--- config.mk ---
export PLATFORM = sky130hd
export DESIGN_NAME = keypad_scan_ctrl
export DESIGN_NICKNAME = d
export VERILOG_FILES = /design/src/rtl/keypad_scan_ctrl.sv
export SDC_FILE = /design/constraint.sdc
export NUM_CORES = 1
export LEC_CHECK = 0
export BUFFER_PORTS_ARGS = -buffer_cell sky130_fd_sc_hd__buf_2
export CAP_MARGIN = 20
export CORE_UTILIZATION = 55
export DETAILED_ROUTE_END_ITERATION = 8
export HOLD_SLACK_MARGIN = 0.1
export PLACE_DENSITY = 0.76
export SLEW_MARGIN = 20
export SYNTH_ARGS = -nofsm -noshare
export SYNTH_HDL_FRONTEND = slang
export SYNTH_SLANG_ARGS = --single-unit
--- constraint.sdc ---
create_clock -name clk -period 2.4 [get_ports clk]
set_clock_uncertainty 0.2 [all_clocks]
set_input_delay 0.12 -clock clk [delete_from_list [all_inputs] [get_ports clk]]
set_output_delay 0.12 -clock clk [all_outputs]
set_load 0.01 [all_outputs]
--- src/rtl/keypad_scan_ctrl.sv ---
// 4x4 matrix keypad scanner: steps the active-low column drive on each tick,
// debounces the first pressed key and reports it as a code pulse plus a held level.
module keypad_scan_ctrl #(
  parameter int DEBOUNCE_TICKS = 20
) (
  input  logic       clk,
  input  logic       rst,
  input  logic       tick,
  input  logic [3:0] row_n,
  output logic [3:0] col_n,
  output logic [3:0] key_code,
  output logic       key_valid,
  output logic       key_held
);

  typedef enum logic [1:0] {
    SCAN     = 2'd0,
    DEBOUNCE = 2'd1,
    HELD     = 2'd2,
    RELEASE  = 2'd3
  } state_e;

  // Detection tick already counts as stable tick 1, so the last count is N-2.
  localparam logic [7:0] CNT_LAST = 8'(DEBOUNCE_TICKS - 2);

  function automatic logic [1:0] lowest_low(input logic [3:0] low);
    if (low[0]) begin
      return 2'd0;
    end else if (low[1]) begin
      return 2'd1;
    end else if (low[2]) begin
      return 2'd2;
    end else begin
      return 2'd3;
    end
  endfunction

  function automatic logic [3:0] col_drive(input logic [1:0] idx);
    return ~(4'b0001 << idx);
  endfunction

  state_e      state_q;
  logic [3:0]  row_meta_q;
  logic [3:0]  row_sync_q;
  logic [1:0]  col_idx_q;
  logic [1:0]  row_idx_q;
  logic [7:0]  cnt_q;
  logic [3:0]  col_n_q;
  logic [3:0]  key_code_q;
  logic        key_valid_q;
  logic        key_held_q;

  logic [3:0]  row_low_d;
  logic        cap_low_d;
  logic [1:0]  col_inc_d;

  assign row_low_d = ~row_sync_q;
  assign cap_low_d = row_low_d[row_idx_q];
  assign col_inc_d = col_idx_q + 2'd1;

  // Row synchronizer, scan/debounce FSM and all registered outputs.
  always_ff @(posedge clk or posedge rst) begin
    if (rst) begin
      state_q     <= SCAN;
      row_meta_q  <= 4'b1111;
      row_sync_q  <= 4'b1111;
      col_idx_q   <= 2'd0;
      row_idx_q   <= 2'd0;
      cnt_q       <= 8'd0;
      col_n_q     <= 4'b1110;
      key_code_q  <= 4'h0;
      key_valid_q <= 1'b0;
      key_held_q  <= 1'b0;
    end else begin
      row_meta_q  <= row_n;
      row_sync_q  <= row_meta_q;
      key_valid_q <= 1'b0;
      if (tick) begin
        case (state_q)
          SCAN: begin
            if (|row_low_d) begin
              row_idx_q <= lowest_low(row_low_d);
              cnt_q     <= 8'd0;
              state_q   <= DEBOUNCE;
            end else begin
              col_idx_q <= col_inc_d;
              col_n_q   <= col_drive(col_inc_d);
            end
          end
          DEBOUNCE: begin
            if (cap_low_d && (cnt_q == CNT_LAST)) begin
              key_code_q  <= {row_idx_q, col_idx_q};
              key_valid_q <= 1'b1;
              key_held_q  <= 1'b1;
              state_q     <= HELD;
            end else if (cap_low_d) begin
              cnt_q <= cnt_q + 8'd1;
            end else begin
              cnt_q     <= 8'd0;
              col_idx_q <= col_inc_d;
              col_n_q   <= col_drive(col_inc_d);
              state_q   <= SCAN;
            end
          end
          HELD: begin
            if (!cap_low_d) begin
              cnt_q   <= 8'd0;
              state_q <= RELEASE;
            end else begin
              state_q <= HELD;
            end
          end
          RELEASE: begin
            if (!cap_low_d && (cnt_q == CNT_LAST)) begin
              key_held_q <= 1'b0;
              col_idx_q  <= col_inc_d;
              col_n_q    <= col_drive(col_inc_d);
              state_q    <= SCAN;
            end else if (!cap_low_d) begin
              cnt_q <= cnt_q + 8'd1;
            end else begin
              cnt_q   <= 8'd0;
              state_q <= HELD;
            end
          end
          default: begin
            state_q <= SCAN;
          end
        endcase
      end
    end
  end

  assign col_n     = col_n_q;
  assign key_code  = key_code_q;
  assign key_valid = key_valid_q;
  assign key_held  = key_held_q;

endmodule

==> impl_metrics.tcl <==
set metrics [dict create \
    hold_viol 0 \
    clock_path_buffers 2 \
    cp_data_required_time_ns 2.41 \
    route.detailed.drc 0 \
    area_growth_pct 19.77 \
    firstDrtPassIters 4 \
    wl_mm 2.621 \
    status "completed" \
    num_rows 18 \
    clockRootBuffer "clkbuf_4" \
    htree_levels 2 \
    cts_sinks 32 \
    finalSetupViolCount 0 \
    first_global_vias 1047 \
    antenna_found_initial 0 \
    rsz0062_at_grt "no" \
    slew_headroom_pct 73.28 \
    end_kind "register" \
    syn_nets 146 \
    period_share_pct 90.73 \
    syn_area_per_cell_um2 11.28 \
    drtIter0Drc 15 \
    antenna_left 0 \
    crit_path_start_kind "register" \
    die_w_um 54.23 \
    synth_cells 133 \
    final_cells 195 \
    die-height_um 54.23 \
    clk_transition_reported_paths_ns 0.11 \
    hpwl_mm 1.888 \
    dr_total_vias 1102 \
    slew_viol_final 0 \
    diodes 0 \
    synth_seq_cells 32 \
    ys_types 30 \
    num-fill-cells 184 \
    routed_via_density 5.651 \
    fmax_ghz 0.4592 \
    p_leak_nw 0.8287 \
    track_usage_pct 21.82 \
    finalPower_mw 1.698 \
    powerDensity_nw_per_um2 944.9 \
    crit_type "reg -> reg" \
    hold_class "reg -> reg" \
    synth-async-reset-ratio_pct 100.0 \
    synth_area_um2 1500 \
    synth_edf_count 0 \
    overflow 0 \
    drive_above_1_share_pct 29.09 \
    cts_tree "yes" \
    portBuffers 16 \
    finalCriticalPeriod_ns 2.178 \
    dieArea_um2 2940 \
    worstPathMaxFanout 8 \
    coreArea_um2 2522 \
    tightest_slew_ns 0.3896 \
    grt_pass1_wl_mm 4.409 \
    drv_cap 0 \
    grt_max_degree 33 \
    cts_buffers 5 \
    insertion_delay_ns 0.33 \
    initial_utilization_pct 59.47 \
    cp_data_arrival_time_ns 2.19 \
    pin_count 17 \
    fin_tns_setup_ns 0 \
    wire_per_inst_um 13.44 \
    yosysWarnings 0 \
    synth_flop_cell "dfrtp_1" \
    ys_seq_area_share_pct 54.30 \
    dp_cells 181 \
    irDropWorstVdd_mv 0.7473 \
    place.gp.congestion 0.8491 \
    nets 177 \
]
[Yosys cell counts (all sizes together), types with 4 or more instances]
cell type,n,share of area [%]
a21oi,5,1.7
dfrtp,21,35
dfstp,11,19
ha,6,5.0
inv,20,5.0
mux2,6,4.5
mux2i,9,6.0
nand2,9,2.3
nand3,5,1.7
nor3,4,1.3
o21ai,9,3.3
o22ai,5,2.1
[metrics by stage]
step | util (%) | hold WS [ns] | setup WS [ns] | area [um^2]
2_1_floorplan | - | -0.07552 | 0.2937 | 1500
3_3_place_gp | 64.83 | 0.01214 | 0.2542 | 1635
3_5_place_dp | 64.83 | 0.01879 | 0.1184 | 1635
4_1_cts | 70.98 | 0.1611 | 0.1242 | 1790
5_1_grt | 71.23 | 0.1632 | 0.1459 | 1797
6_report | 71.23 | 0.1504 | 0.2224 | 1797
[critical path: stages (launching register included)]
cell	delay [ns]
dfrtp_1	0.40
mux4_2	0.64
nor4_4	0.43
mux2_2	0.38
[sequential cells by signal, summed over array words and instances, names as in the netlist]
signal,flops
row_sync_q,4
cnt_q,8
row_idx_q,2
key_held,1
row_meta_q,4
key_valid,1
state_q,2
col_idx_q,2
col_n,4
key_code,4
[kinds of logic (layout without fill, tap and decap cells)]
group,Yosys count,after routing,share of synthesized area [%]
AO/OA/AOI/OAI,26,26,10.84
XOR/XNOR,1,1,0.5839
adder cells (fa/ha/maj),6,6,5.004
buffers and inverters,21,53,5.337
flip-flops,32,32,54.30
multiplexers,16,16,12.01
AND/OR/NAND/NOR,31,31,11.93
[placed cells by master (no fill, tap or decap)]
cell           instances
o22ai_1                5
nor3_1                 4
nor4_1                 1
o21ai_0                8
clkbuf_8               2
nand3_1                5
inv_1                 20
nand2b_1               2
or3_1                  1
a21oi_1                5
buf_2                 16
a32o_1                 1
mux2i_1                9
and4_1                 1
o221ai_1               2
xnor2_1                1
ha_1                   6
dfstp_2               11
mux4_2                 1
nor4b_2                1
buf_4                  3
dlygate4sd3_1          6
and2_1                 2
mux2_2                 6
o21ai_2                1
bufinv_16              1
nand2_1                9
a221oi_1               2
dfrtp_1               21
nor3b_1                1
nor4_4                 1
nor2_1                 1
clkbuf_4               5
nand4_1                2
a31oi_1                2
[final cells by class]
type,count,area (um^2),area share (%)
Clock buffer,7,65.06,3.621
Timing Repair Buffer,25,162.7,9.053
Multi-Input combinational cell,80,611.8,34.05
Tap cell,30,37.54,2.089
Clock inverter,1,30.03,1.671
Inverter,20,75.07,4.178
Sequential cell,32,814.5,45.33
[timing repair]
action / CTS / global route
gates resized for setup: 0 / 1
endpoints found under the setup margin: 0 / 3
endpoints found under the hold margin: 43 / 0
hold buffers: 6 / 0
buffers inserted: 0 / 0
[routing by layer]
layer  track usage, %  wire [um]  part of all wire [%]
met4            8.120         15                  0.57
met5                0          0                     0
met1            25.18       1182                    45
met2            36.59       1296                    49
met3            8.333        126                   4.8
[power by group]
part           total (mW)  internal [mW]  switching, mW
clock               0.457          0.277          0.180
sequential          0.749          0.659         0.0908
combinational       0.491          0.220          0.271
total                1.70           1.16          0.542
[path summary, 6_finish.rpt]
path                            cells after the start  slack [ns]                      from                      end
worst max-delay path                                3        0.22  row_idx_q[0]$_DFFE_PP0P_  key_code[3]$_DFFE_PP0P_
min in group asynchronous                           4        0.19                       rst  key_code[2]$_DFFE_PP0P_
worst max register to register                      3        0.22  row_idx_q[0]$_DFFE_PP0P_  key_code[3]$_DFFE_PP0P_
worst min register to register                      0        0.15   row_meta_q[3]$_DFF_PP1_  row_sync_q[3]$_DFF_PP1_
worst min-delay path                                0        0.15   row_meta_q[3]$_DFF_PP1_  row_sync_q[3]$_DFF_PP1_
max in group asynchronous                           4        1.48                       rst  row_sync_q[2]$_DFF_PP1_
No activity file was read; power rests on OpenSTA's default activity.
